[src/rtl/mca_pkg.sv]
// Shared types and defaults for the MCA pulse-capture front end.
package mca_pkg;

  localparam int ADC_W_DEF = 10;
  localparam int CNT_W_DEF = 16;

  typedef enum logic [2:0] {
    IDLE,
    ACQ,
    WAIT,
    CAPT,
    CLEAR
  } mca_cap_state_t;

  // Increment v, holding at all-ones of a w-bit field (w < 64).
  function automatic logic [63:0] sat_inc(input logic [63:0] v, input int unsigned w);
    logic [63:0] mask;
    mask = (64'd1 << w) - 64'd1;
    sat_inc = (v == mask) ? v : v + 64'd1;
  endfunction

endpackage

[src/rtl/mca_sync.sv]
// Generic N-stage single-bit synchroniser with async active-high reset.
// Latency STAGES clk cycles; no backpressure.
module mca_sync #(
  parameter int STAGES = 2
) (
  input  logic clk,
  input  logic rst,
  input  logic d_i,
  output logic q_o
);

  logic [STAGES-1:0] sync_q;

  always_ff @(posedge clk or posedge rst) begin
    if (rst) sync_q <= '0;
    else     sync_q <= {sync_q[STAGES-2:0], d_i};
  end

  assign q_o = sync_q[STAGES-1];

endmodule

[src/rtl/mca_pulse_capture.sv]
// Pulse-capture FSM: gates the ADC clock during a pulse, captures a sample after the fall, holds the
// integrator clear; rise->adc_clk_en SYNC_STAGES+2, fall->out_valid SYNC_STAGES+3+CAPT_DELAY; a busy sink drops samples.
module mca_pulse_capture
  import mca_pkg::*;
#(
  parameter int ADC_W        = ADC_W_DEF,
  parameter int CLEAR_CYCLES = 2,
  parameter int CAPT_DELAY   = 0,
  parameter int MAX_ACQ      = 1023,
  parameter int SYNC_STAGES  = 2,
  parameter int CNT_W        = CNT_W_DEF
) (
  input  logic             clk,
  input  logic             rst,
  input  logic             comparator,
  input  logic [ADC_W-1:0] adc_in,
  output logic             adc_clk_en,
  output logic             clear_oe,
  output logic [ADC_W-1:0] out_data,
  output logic             out_valid,
  input  logic             out_ready,
  output logic             busy,
  output logic [CNT_W-1:0] drop_cnt,
  output logic [CNT_W-1:0] pileup_cnt,
  output logic [CNT_W-1:0] timeout_cnt
);

  localparam int ACQ_W = (MAX_ACQ > 1) ? $clog2(MAX_ACQ) : 1;
  localparam int DLY_W = (CAPT_DELAY > 1) ? $clog2(CAPT_DELAY) : 1;
  localparam int CLR_W = (CLEAR_CYCLES > 1) ? $clog2(CLEAR_CYCLES) : 1;

  localparam logic [ACQ_W-1:0] ACQ_LAST = ACQ_W'(MAX_ACQ - 1);
  localparam logic [DLY_W-1:0] DLY_LAST = DLY_W'((CAPT_DELAY > 0) ? CAPT_DELAY - 1 : 0);
  localparam logic [CLR_W-1:0] CLR_LAST = CLR_W'(CLEAR_CYCLES - 1);

  logic comp_s;
  logic comp_d_q, rise_q, fall_q;

  mca_cap_state_t   state_q, state_d;
  logic [ACQ_W-1:0] acq_q, acq_d;
  logic [DLY_W-1:0] dly_q, dly_d;
  logic [CLR_W-1:0] clr_q, clr_d;
  logic [ADC_W-1:0] out_data_q, out_data_d;
  logic             out_valid_q, out_valid_d;
  logic [CNT_W-1:0] drop_q, drop_d, pileup_q, pileup_d, timeout_q, timeout_d;
  logic             adc_clk_en_q, clear_oe_q, busy_q;

  mca_sync #(.STAGES(SYNC_STAGES)) u_comp_sync (
    .clk (clk),
    .rst (rst),
    .d_i (comparator),
    .q_o (comp_s)
  );

  // Edges are registered so the FSM only ever reacts to flopped signals.
  always_ff @(posedge clk or posedge rst) begin
    if (rst) begin
      comp_d_q <= 1'b0;
      rise_q   <= 1'b0;
      fall_q   <= 1'b0;
    end else begin
      comp_d_q <= comp_s;
      rise_q   <= comp_s & ~comp_d_q;
      fall_q   <= ~comp_s & comp_d_q;
    end
  end

  always_comb begin
    state_d     = state_q;
    acq_d       = acq_q;
    dly_d       = dly_q;
    clr_d       = clr_q;
    out_data_d  = out_data_q;
    out_valid_d = out_valid_q & ~out_ready;
    drop_d      = drop_q;
    pileup_d    = pileup_q;
    timeout_d   = timeout_q;
    unique case (state_q)
      IDLE: begin
        if (rise_q) begin
          state_d = ACQ;
          acq_d   = '0;
        end
      end
      ACQ: begin
        acq_d = acq_q + 1'b1;
        if (fall_q) begin
          dly_d   = '0;
          state_d = (CAPT_DELAY == 0) ? CAPT : WAIT;
        end else if (acq_q == ACQ_LAST) begin
          state_d   = CLEAR;
          clr_d     = '0;
          timeout_d = CNT_W'(sat_inc(64'(timeout_q), CNT_W));
        end
      end
      WAIT: begin
        if (dly_q == DLY_LAST) state_d = CAPT;
        else                   dly_d   = dly_q + 1'b1;
      end
      CAPT: begin
        state_d = CLEAR;
        clr_d   = '0;
        if (!out_valid_q || out_ready) begin
          out_data_d  = adc_in;
          out_valid_d = 1'b1;
        end else begin
          drop_d = CNT_W'(sat_inc(64'(drop_q), CNT_W));
        end
      end
      CLEAR: begin
        if (rise_q) pileup_d = CNT_W'(sat_inc(64'(pileup_q), CNT_W));
        // Any high cycle restarts the quiet-time count.
        if (comp_s)                 clr_d   = '0;
        else if (clr_q == CLR_LAST) state_d = IDLE;
        else                        clr_d   = clr_q + 1'b1;
      end
      default: state_d = IDLE;
    endcase
  end

  always_ff @(posedge clk or posedge rst) begin
    if (rst) begin
      state_q      <= IDLE;
      acq_q        <= '0;
      dly_q        <= '0;
      clr_q        <= '0;
      out_data_q   <= '0;
      out_valid_q  <= 1'b0;
      drop_q       <= '0;
      pileup_q     <= '0;
      timeout_q    <= '0;
      adc_clk_en_q <= 1'b0;
      clear_oe_q   <= 1'b0;
      busy_q       <= 1'b0;
    end else begin
      state_q      <= state_d;
      acq_q        <= acq_d;
      dly_q        <= dly_d;
      clr_q        <= clr_d;
      out_data_q   <= out_data_d;
      out_valid_q  <= out_valid_d;
      drop_q       <= drop_d;
      pileup_q     <= pileup_d;
      timeout_q    <= timeout_d;
      adc_clk_en_q <= (state_d == ACQ) || (state_d == WAIT) || (state_d == CAPT);
      clear_oe_q   <= (state_d == CLEAR);
      busy_q       <= (state_d != IDLE);
    end
  end

  assign adc_clk_en  = adc_clk_en_q;
  assign clear_oe    = clear_oe_q;
  assign out_data    = out_data_q;
  assign out_valid   = out_valid_q;
  assign busy        = busy_q;
  assign drop_cnt    = drop_q;
  assign pileup_cnt  = pileup_q;
  assign timeout_cnt = timeout_q;

endmodule

[config.mk]
export PLATFORM = sky130hd
export DESIGN_NAME = mca_pulse_capture
export DESIGN_NICKNAME = d
export VERILOG_FILES = /design/src/rtl/mca_pkg.sv /design/src/rtl/mca_sync.sv /design/src/rtl/mca_pulse_capture.sv
export SDC_FILE = /design/constraint.sdc
export NUM_CORES = 1
export LEC_CHECK = 0
export BUFFER_PORTS_ARGS = -buffer_cell sky130_fd_sc_hd__buf_4
export CORE_ASPECT_RATIO = 1.2
export CORE_MARGIN = 10
export CORE_UTILIZATION = 45
export CTS_BUF_LIST = sky130_fd_sc_hd__clkbuf_4
export DETAILED_ROUTE_END_ITERATION = 16
export PLACE_DENSITY = 0.77
export SYNTH_ARGS = -nofsm -noshare
export SYNTH_HDL_FRONTEND = slang
export SYNTH_SLANG_ARGS = --single-unit
[constraint.sdc]
create_clock -name clk -period 2.2 [get_ports clk]
set_input_delay 0.22 -clock clk [delete_from_list [all_inputs] [get_ports clk]]
set_output_delay 0.22 -clock clk [all_outputs]
set_load 0.005 [all_outputs]
==> key figures <==
Clocking
  – Clk_lat worst skew: 0.43 ns
  – H-tree depth: 3
  – TritonCTS buffer count: 9
  – Sink Count: 81
  – Clock transition at path regs: 0.13 ns
  – Max clock buf depth: 2
  – Setup bufs post-CTS: 0
  – CTS Root Cell: clkbuf_4
  – CTS tree: yes
  – Post-CTS Hold Buffers: 8
  – Post-CTS Resized: 0

Place
  – DP HPWL: 5750 µm
  – IO buf count: 75
  – Placed Area: 4380 µm²
  – # placed instances: 500
  – GPL Wtd Cong: 0.883

Synth
  – Async S/R FF share, synth: 100%
  – Ys Warns: 0
  – Synth Instances: 329
  – Top FF cell, synth: dfrtp_1
  – Top cell type's share of synthesized area: 55.3%
  – EDFF count, synth: 0
  – Post-synthesis sequential area ratio: 55.3%
  – Post-Syn Area: 3660 µm²
  – Syn_area_per_cell: 11.1 µm²
  – #FFs+latches synth: 81
  – Most area-consuming cells after synthesis: dfrtp_1, xnor2_1, xor2_1
  – Area leader, netlist: dfrtp_1
  – Post-synthesis net count: 348
  – Distinct cell type count after synthesis: 48

Worst setup path
  – R2R Setup Slk: 0.24 ns
  – Critical Path AT: 2.32 ns
  – Worst reg-to-reg path cell count: 7
  – Setup crit end kind: flop
  – Reg2reg end: timeout_cnt[13]
  – Worst r2r src: acq_q[0]
  – CP required: 2.56 ns
  – Critical path type: flop to flop
  – CP Capture Point: timeout_cnt[13]
  – Critical path peak fanout: 8
  – CP Launch Point: acq_q[0]
  – Worst setup SP type: flop

Detailed routing
  – Final antenna-violating net count: 0
  – Pre-Repair DR Iteration Count: 4
  – WL/cell: 14.7 µm
  – Final wirelength: 7710 µm
  – Initial DRC Count: 109
  – DR vias: 2749
  – Drt via density: 5.24
  – DRC Markers: 0

Pwr
  – Int Pwr: 2.56 mW
  – LEAKAGE: 2.22 nW
  – Sequential power share: 52.3%
  – Psw: 1.13 mW
  – Peak VDD IR: 0.454 mV
  – Switching share of total power: 30.6%
  – Comb power frac: 24.9%
  – Clock share of power: 22.7%
  – Pwr dens: 802 nW/µm²

Timing
  – Fin crit share: 89.2%
  – Setup TNS: 0 ns
  – Max-slew headroom: 62.7%
  – Final Max Tran Viols: 0
  – Max Freq: 510 MHz
  – # setup viols final: 0
  – RSZ-0062 raised after global routing: false
  – Final hold viol count: 0
  – Worst-Margin Slew: 0.554 ns
  – Min Hold Slack: 0.0298 ns
  – Tmin final: 1.96 ns
  – Skew final: 0.0159 ns

Layout
  – Layout cells sized above 1: 27.9%
  – Diode count: 0
  – Nets: 444
  – Most frequent cells in the layout: dfrtp_1, buf_4, nand2_1
  – Non-Filler Instances: 525
  – Commonest non-fill, non-tap cell in the layout: dfrtp_1
  – Layout area overhead: 25.7%
  – Final Core Density: 57.4%
  – Final instance area: 4610 µm²
  – Filler cells: 689

Floorplanning
  – CORE AREA: 8020 µm²
  – Boundary Pins: 76
  – Initial Utilization: 45.7%
  – Std-Cell Rows: 36
  – Die ar.: 12200 µm²
  – Die W: 102 µm
  – Die Y: 119 µm

GRT
  – Met1 usage: 14.9%
  – Initial antenna violation count: 0
  – Largest net degree at the start of global routing: 59
  – First-pass GRT wire length: 13100 µm
  – Met3 usage: 4.34%
  – Total track usage: 13.1%
  – GRT overflow: 0
  – Vias in the first global route: 2848
  – GRT busiest layer: met2
  – GR met2 Demand/Resource: 21.6%

Outcome
  – Status: complete, no violations

Flow run
  – # Max-Cap Violations: 0

Worst hold path
  – Hold path depth: 2
  – Min-delay worst type: primary input to flop
==> cells by family after synthesis <==
family	Yosys count	synth area share (%)
simple gates	144	21.2
xor+xnor	45	10.8
flops	81	55.3
mux	15	4.51
compound gates	26	5.05
fa+ha+maj	5	1.71
buf+inv	13	1.43
==> registers in the layout (all words and copies together), names as in the netlist <==
signal / flops
drop_cnt: 16
pileup_cnt: 16
timeout_cnt: 16
acq_q: 10
out_data: 10
state_q: 3
u_comp_sync.sync_q: 2
adc_clk_en: 1
busy: 1
clear_oe: 1
clr_q: 1
comp_d_q: 1
fall_q: 1
out_valid: 1
rise_q: 1
==> layout make-up <==
cell class / count / area [µm²] / share of cell area [%]
Clock inverter: 6 / 58.8 / 1.28
Tap cell: 95 / 119 / 2.58
Inverter: 9 / 37.5 / 0.815
Clock buffer: 10 / 75.1 / 1.63
Multi-Input combinational cell: 235 / 1590 / 34.4
Sequential cell: 81 / 2030 / 44.0
Timing Repair Buffer: 89 / 703 / 15.3
==> Yosys cell counts, drive strengths merged, types with 3 or more instances <==
cell,n
xnor2,28
mux2i,3
mux2,12
o21ai,9
nand3b,4
nor4,5
nor3,3
nand3,20
nor2b,3
nand2,34
a21oi,4
and4,3
nor2,32
nand4,17
and3,9
dfrtp,81
inv,9
buf,4
xor2,17
ha,5
or3,3
nand2b,4
==> worst max-delay path: stages, from the launching register on <==
cell	delay, ns
dfrtp_1	0.48
inv_1	0.09
ha_1	0.14
nand4_1	0.19
nor4_4	0.31
o2111ai_2	0.26
nor3_1	0.25
xor2_1	0.18
==> power groups by stage <==
stage | sequential, mW | combinational, mW | clock [mW]
2_1_floorplan | 1.90 | 0.557 | 0
3_3_place_gp | 1.95 | 0.905 | 0
3_5_place_dp | 1.96 | 0.921 | 0
4_1_cts | 1.93 | 0.936 | 0.873
5_1_grt | 1.98 | 1.03 | 0.941
6_report | 1.93 | 0.920 | 0.839
==> how the worst min path moves through the flow <==
stage	from	to	slack [ns]
floorplan	comparator	u_comp_sync.sync_q[0]	0.25
global placement	rst	out_data[9]	0.29
detailed placement	rst	out_data[9]	0.30
CTS	adc_in[9]	out_data[9]	0.001
global route	adc_in[0]	out_data[0]	0.003
finish	adc_in[9]	out_data[9]	0.03
==> per-layer routing <==
layer | wire length [µm] | part of all wire, % | vias to the layer above
met1 | 3310 | 43 | 1325
met3 | 548 | 7.1 | 16
met4 | 142 | 1.8 | 0
met5 | 0 | 0 | -
met2 | 3700 | 48 | 67
li1 | - | - | 1341
==> stage by stage <==
stage	total power [mW]	setup slack, ns
2_1_floorplan	2.46	0.485
3_3_place_gp	2.85	0.333
3_5_place_dp	2.88	0.240
4_1_cts	3.74	0.226
5_1_grt	3.95	0.0851
6_report	3.69	0.239
(Power assumes the default switching activity.)
